<file path="config.mk">
export PLATFORM = sky130hd
export DESIGN_NAME = ps2_mouse_sequencer
export DESIGN_NICKNAME = d
export VERILOG_FILES = /design/src/rtl/ps2_mouse_pkg.sv /design/src/rtl/ps2_mouse_pos_accum.sv /design/src/rtl/ps2_mouse_sequencer.sv
export SDC_FILE = /design/constraint.sdc
export NUM_CORES = 1
export LEC_CHECK = 0
export ABC_AREA = 1
export CORE_ASPECT_RATIO = 1.2
export CORE_MARGIN = 2
export CORE_UTILIZATION = 56
export CTS_BUF_LIST = sky130_fd_sc_hd__clkbuf_8
export DETAILED_ROUTE_END_ITERATION = 8
export GPL_ROUTABILITY_DRIVEN = 0
export PLACE_DENSITY = 0.84
export RECOVER_POWER = 25
export SLEW_MARGIN = 20
export SYNTH_ARGS = -nofsm -noshare
export SYNTH_HDL_FRONTEND = slang
export SYNTH_SLANG_ARGS = --single-unit
</file>
<file path="constraint.sdc">
create_clock -name i_clock_50 -period 3.6 [get_ports i_clock_50]
set_input_delay 0.54 -clock i_clock_50 [delete_from_list [all_inputs] [get_ports i_clock_50]]
set_output_delay 0.54 -clock i_clock_50 [all_outputs]
set_load 0.01 [all_outputs]
</file>
<file path="src/rtl/ps2_mouse_pkg.sv">
// ps2_mouse_pkg: shared constants, packet type and byte0 decode for the PS/2 mouse sequencer.
package ps2_mouse_pkg;
    localparam logic [1:0] ST_SEND = 2'd0, ST_ACK = 2'd1, ST_STREAM = 2'd2, ST_FAIL = 2'd3;
    localparam logic [7:0] CMD_ENABLE = 8'hF4, RSP_ACK = 8'hFA;
    localparam int B0_SYNC = 3, B0_XSIGN = 4, B0_YSIGN = 5, B0_XOVF = 6, B0_YOVF = 7;

    typedef struct packed {
        logic [2:0] buttons;
        logic [8:0] dx;
        logic [8:0] dy;
        logic       x_ovf;
        logic       y_ovf;
    } pkt_t;

    function automatic pkt_t decode_pkt(input logic [7:0] b0, input logic [7:0] b1, input logic [7:0] b2);
        decode_pkt = '{buttons: b0[2:0], dx: {b0[B0_XSIGN], b1}, dy: {b0[B0_YSIGN], b2},
                       x_ovf: b0[B0_XOVF], y_ovf: b0[B0_YOVF]};
    endfunction
endpackage

</file>
<file path="src/rtl/ps2_mouse_pos_accum.sv">
// ps2_mouse_pos_accum: saturating cursor integrator; x adds dx, y subtracts dy (screen y grows downward).
module ps2_mouse_pos_accum #(
    parameter int SCREEN_W = 320,
    parameter int SCREEN_H = 240
) (
    input  logic       i_clock_50,
    input  logic       i_reset,
    input  logic       i_valid,
    input  logic [8:0] i_dx,
    input  logic [8:0] i_dy,
    input  logic       i_x_ovf,
    input  logic       i_y_ovf,
    output logic [8:0] o_pos_x,
    output logic [7:0] o_pos_y
);
    localparam logic signed [10:0] X_MAX = 11'(SCREEN_W - 1);
    localparam logic signed [10:0] Y_MAX = 11'(SCREEN_H - 1);
    logic [8:0] r_x;
    logic [7:0] r_y;
    logic signed [10:0] w_nx, w_ny;
    assign w_nx = $signed({2'b00, r_x}) + $signed({{2{i_dx[8]}}, i_dx});
    assign w_ny = $signed({3'b000, r_y}) - $signed({{2{i_dy[8]}}, i_dy});
    always_ff @(posedge i_clock_50) begin
        if (i_reset) begin
            r_x <= 9'(SCREEN_W / 2);
            r_y <= 8'(SCREEN_H / 2);
        end else if (i_valid) begin
            if (!i_x_ovf) r_x <= w_nx < 0 ? 9'd0 : w_nx > X_MAX ? X_MAX[8:0] : w_nx[8:0];
            if (!i_y_ovf) r_y <= w_ny < 0 ? 8'd0 : w_ny > Y_MAX ? Y_MAX[7:0] : w_ny[7:0];
        end
    end
    assign o_pos_x = r_x;
    assign o_pos_y = r_y;
endmodule

</file>
<file path="src/rtl/ps2_mouse_sequencer.sv">
// ps2_mouse_sequencer: enables PS/2 mouse reporting (0xF4, ACK with retry) then frames 3-byte packets.
// Define PS2_MOUSE_POS_EN to build the clamped cursor integrator; otherwise pos outputs hold centre.
module ps2_mouse_sequencer
    import ps2_mouse_pkg::*;
#(
    parameter int TIMEOUT_CYCLES = 100000,
    parameter int INIT_ATTEMPTS  = 3,
    parameter int SCREEN_W       = 320,
    parameter int SCREEN_H       = 240
) (
    input  logic       i_clock_50,
    input  logic       i_reset,
    input  logic [7:0] i_rx_data,
    input  logic       i_rx_data_en,
    output logic [7:0] o_cmd_data,
    output logic       o_cmd_send,
    input  logic       i_cmd_sent,
    input  logic       i_cmd_timeout,
    output logic       o_ready,
    output logic       o_init_fail,
    output logic       o_pkt_valid,
    output logic [2:0] o_buttons,
    output logic [8:0] o_dx,
    output logic [8:0] o_dy,
    output logic       o_x_ovf,
    output logic       o_y_ovf,
    output logic       o_sync_err,
    output logic [8:0] o_pos_x,
    output logic [7:0] o_pos_y
);
    localparam int TW = $clog2(TIMEOUT_CYCLES + 1);
    localparam int AW = $clog2(INIT_ATTEMPTS + 1);
    logic [1:0]    r_state, r_idx;
    logic [AW-1:0] r_attempts;
    logic [TW-1:0] r_timer;
    logic [7:0]    r_b0, r_b1;
    logic          r_cmd_send, r_pkt_valid, r_sync_err;
    pkt_t          r_pkt;
    logic          w_timer_done, w_fail;
    logic [AW-1:0] w_attempts_next;

    assign w_timer_done    = r_timer == TW'(TIMEOUT_CYCLES);
    assign w_attempts_next = r_attempts + 1'b1;
    // cmd_sent wins over a simultaneous cmd_timeout; a byte in ACK wins over the timer
    assign w_fail = (r_state == ST_SEND && r_cmd_send && !i_cmd_sent && i_cmd_timeout) ||
                    (r_state == ST_ACK && (i_rx_data_en ? i_rx_data != RSP_ACK : w_timer_done));

    always_ff @(posedge i_clock_50) begin
        if (i_reset || r_state == ST_SEND || i_rx_data_en) r_timer <= '0;
        else if (!w_timer_done) r_timer <= r_timer + 1'b1;
    end

    always_ff @(posedge i_clock_50) begin
        if (i_reset) begin
            r_state     <= ST_SEND;
            r_attempts  <= '0;
            r_cmd_send  <= 1'b0;
            r_idx       <= 2'd0;
            r_b0        <= '0;
            r_b1        <= '0;
            r_pkt       <= '0;
            r_pkt_valid <= 1'b0;
            r_sync_err  <= 1'b0;
        end else begin
            r_pkt_valid <= 1'b0;
            r_sync_err  <= 1'b0;
            if (w_fail) begin
                r_attempts <= w_attempts_next;
                r_state    <= w_attempts_next == AW'(INIT_ATTEMPTS) ? ST_FAIL : ST_SEND;
                r_cmd_send <= 1'b0;
            end else if (r_state == ST_SEND) begin
                r_cmd_send <= !(r_cmd_send && i_cmd_sent);
                if (r_cmd_send && i_cmd_sent) r_state <= ST_ACK;
            end else if (r_state == ST_ACK) begin
                if (i_rx_data_en) r_state <= ST_STREAM;
            end else if (r_state == ST_STREAM) begin
                if (i_rx_data_en) begin
                    if (r_idx == 2'd0) begin
                        r_b0       <= i_rx_data;
                        r_idx      <= i_rx_data[B0_SYNC] ? 2'd1 : 2'd0;
                        r_sync_err <= !i_rx_data[B0_SYNC];
                    end else if (r_idx == 2'd1) begin
                        r_b1  <= i_rx_data;
                        r_idx <= 2'd2;
                    end else begin
                        r_pkt       <= decode_pkt(r_b0, r_b1, i_rx_data);
                        r_pkt_valid <= 1'b1;
                        r_idx       <= 2'd0;
                    end
                end else if (r_idx != 2'd0 && w_timer_done) begin
                    r_idx      <= 2'd0;
                    r_sync_err <= 1'b1;
                end
            end
        end
    end

    assign o_cmd_data  = CMD_ENABLE;
    assign o_cmd_send  = r_cmd_send;
    assign o_ready     = r_state == ST_STREAM;
    assign o_init_fail = r_state == ST_FAIL;
    assign o_pkt_valid = r_pkt_valid;
    assign o_sync_err  = r_sync_err;
    assign o_buttons   = r_pkt.buttons;
    assign o_dx        = r_pkt.dx;
    assign o_dy        = r_pkt.dy;
    assign o_x_ovf     = r_pkt.x_ovf;
    assign o_y_ovf     = r_pkt.y_ovf;

`ifdef PS2_MOUSE_POS_EN
    ps2_mouse_pos_accum #(.SCREEN_W(SCREEN_W), .SCREEN_H(SCREEN_H)) u_pos (
        .i_clock_50(i_clock_50),
        .i_reset   (i_reset),
        .i_valid   (r_pkt_valid),
        .i_dx      (r_pkt.dx),
        .i_dy      (r_pkt.dy),
        .i_x_ovf   (r_pkt.x_ovf),
        .i_y_ovf   (r_pkt.y_ovf),
        .o_pos_x   (o_pos_x),
        .o_pos_y   (o_pos_y)
    );
`else
    assign o_pos_x = 9'(SCREEN_W / 2);
    assign o_pos_y = 8'(SCREEN_H / 2);
`endif
endmodule

</file>
==> reports/metrics.cfg <==
[run_status]
outcome=finished, final reports clean

[power]
swShare=0.2888
power_switching_mw=0.5082
ir_worst_vdd_v=0.0003097
powerDensity_nw_per_um2=500.2
seq_power_share=0.445
total_power_mw=1.759
p_leak_nw=1.399
combPwrFrac=0.157
cell_internal_pwr_mw=1.251
clockPowerShare=0.398

[final_layout]
drive_gt1_frac=0.1007
antenna_cells=0
multi_input_area_um2=1380
syn_to_final_growth_pct=16.20
fin_cells=499
nFillCells=424
regArea_um2=1281
num-nets-final=448
layout_common_cells=dfxtp_1 (64), nand2_1 (61), nor2_1 (52), a21oi_1 (39), nand3_1 (30)
final_common_cell=dfxtp_1

[floorplanning]
io-pin-count=66
fp-row-count=29
fp.dieH_um=84.54
dieArea_um2=6011
start_util=0.5753
core_area_um2=5261
die_x_um=71.11

[min_path]
min_from=r_attempts[0]
whs_path_depth=1
hold_path_end=r_attempts[0]
hold_class=reg -> reg

[timing]
fin_crit_ns=2.583
slew_viol_final=0
fin_ws_ns=1.017
max_slew.worst_pin.slew_ns=1.157
hold_viol=0
clock_skew_ns=0.008209
fmax_ghz=0.3872
setup_viol=0
fin_crit_sh=0.7174
fin_setup_tns_ns=0
holdWs_ns=0.4483
maxSlewHeadroom=0.2228
rsz0062_at_grt=no

[detailed_routing]
route.vias.total=2576
drc=0
drtPass1Iterations=4
dr.first_iter.drc_count=118
routed_wl_mm=5.947
drtAntennaViolNets=0
wl_per_cell_um=11.92
via_per_inst=5.162

[critical_path]
r2r_cells=5
r2r-start=r_state[1]
setup.worst_path.end_class=register
r2r_end=o_dx[3]
crit_path_start_kind=input pin
worst_ep_arrival_time_ns=2.85
critPathMaxFanout=20
critPathKind=in -> reg
reg2reg_slack_ns=1.46
crit_required_ns=3.87

[grt]
overflow=0
grt_pass1_wl_mm=10.01
grt_max_degree=28
antenna_found_initial=0
grt_pass1_vias=2303
grt_usage=0.2099

[synthesis]
synthFlopType=dfxtp_1
synth-edff-count=0
synth_area_leaders=dfxtp_1 (42%), nand2_1 (7.4%), a21oi_1 (6.4%)
syn-mean-instance-area_um2=7.662
synth-seq-area-share=0.4233
yosys.area.top_type=dfxtp_1
async_flop_share=0
ys_seq_elements=64
syn_area_um2=3027
ys_warn_count=0
synthCells=395
synth_top_area_frac=0.4233
ys_types=34

[placement]
pre_cts_slack_ns=1.153
hpwl_mm=4.261
portBuffers=40
place_inst=483

[clock_tree]
clk_latency_ns=0.35
numCtsBuffers=9
cts_resized=0
cts-hold-fix-buffers=0
cts_buffer_depth=2
cts_tree=yes
cts.sinks=64
postCtsSetupRepairBufs=0
clk_transition_reported_paths_ns=0.07
htreeDepth=3
cts_root_buffer=clkbuf_8

[flow_run]
max-cap-violations=0

cells by family after synthesis:
family                     share of synthesized area
other                                       0.002481
AOI/OAI and AO/OA                             0.1269
and+or+nand+nor                               0.2803
adders and majority gates                    0.01240
xor gates and xnor gates                     0.01157
DFF                                           0.4233
buffers and inverters                         0.1430
layer usage:
layer	GRT usage	wire length, um
met1	0.2513	2575
met2	0.3449	2939
met3	0.03962	270
met4	0.1286	161
met5	0	0
layout make-up:
class	instances	area share
clock buffer	9	0.03522
inverter	31	0.03593
sequential	64	0.3643
multi-input combinational	283	0.3924
clock inverter	7	0.02988
tap	62	0.02206
timing repair buffer	43	0.1202
flip-flops by register name (all words and copies together) (netlist names):
register and cells:
r_timer 17, o_dx 9, o_dy 9, r_b1 8
r_b0 7, o_buttons 3, r_attempts 2, r_idx 2
r_state 2, o_cmd_send 1, o_pkt_valid 1, o_sync_err 1
o_x_ovf 1, o_y_ovf 1
power by group through the flow:
stage          Combinational [mW]  Sequential (mW)  Clock, mW
6_report                    0.277            0.783      0.700
5_1_grt                     0.319            0.787      0.742
4_1_cts                     0.285            0.784      0.708
3_5_place_dp                0.284            0.800          0
3_3_place_gp                0.276            0.799          0
2_1_floorplan               0.252            0.791          0
per-stage QoR:
stage | area (um^2) | utilization
final | 3517 | 0.6685
after global placement | 3307 | 0.6285
after global routing | 3517 | 0.6685
after floorplan | 3113 | -
after CTS | 3536 | 0.6721
after detailed placement | 3307 | 0.6285
cells in the mapped netlist (all sizes together) (3+ instances only):
library cell	n
a21oi	41
buf	34
clkbuf	6
clkinv	3
dfxtp	64
ha	3
inv	28
nand2	70
nand3	33
nand4	10
nor2	54
nor3	9
o21ai	28
xor2	4
worst max-delay path by stage:
stage,startpoint,endpoint,depth (start not counted)
after floorplan,r_timer[0],r_timer[14],7
after global placement,i_reset,r_timer[10],8
after detailed placement,i_reset,r_timer[0],8
after CTS,r_state[1],o_ready,3
after global routing,i_rx_data_en,o_dx[8],6
final,i_rx_data_en,o_dx[3],6
critical path: stages:
cell           delay [ns]
dlygate4sd3_1        0.64
inv_1                0.09
nor3_1               0.89
buf_4                0.39
nand3_1              0.10
a21oi_1              0.20
Power figures use the tool's default switching activity.
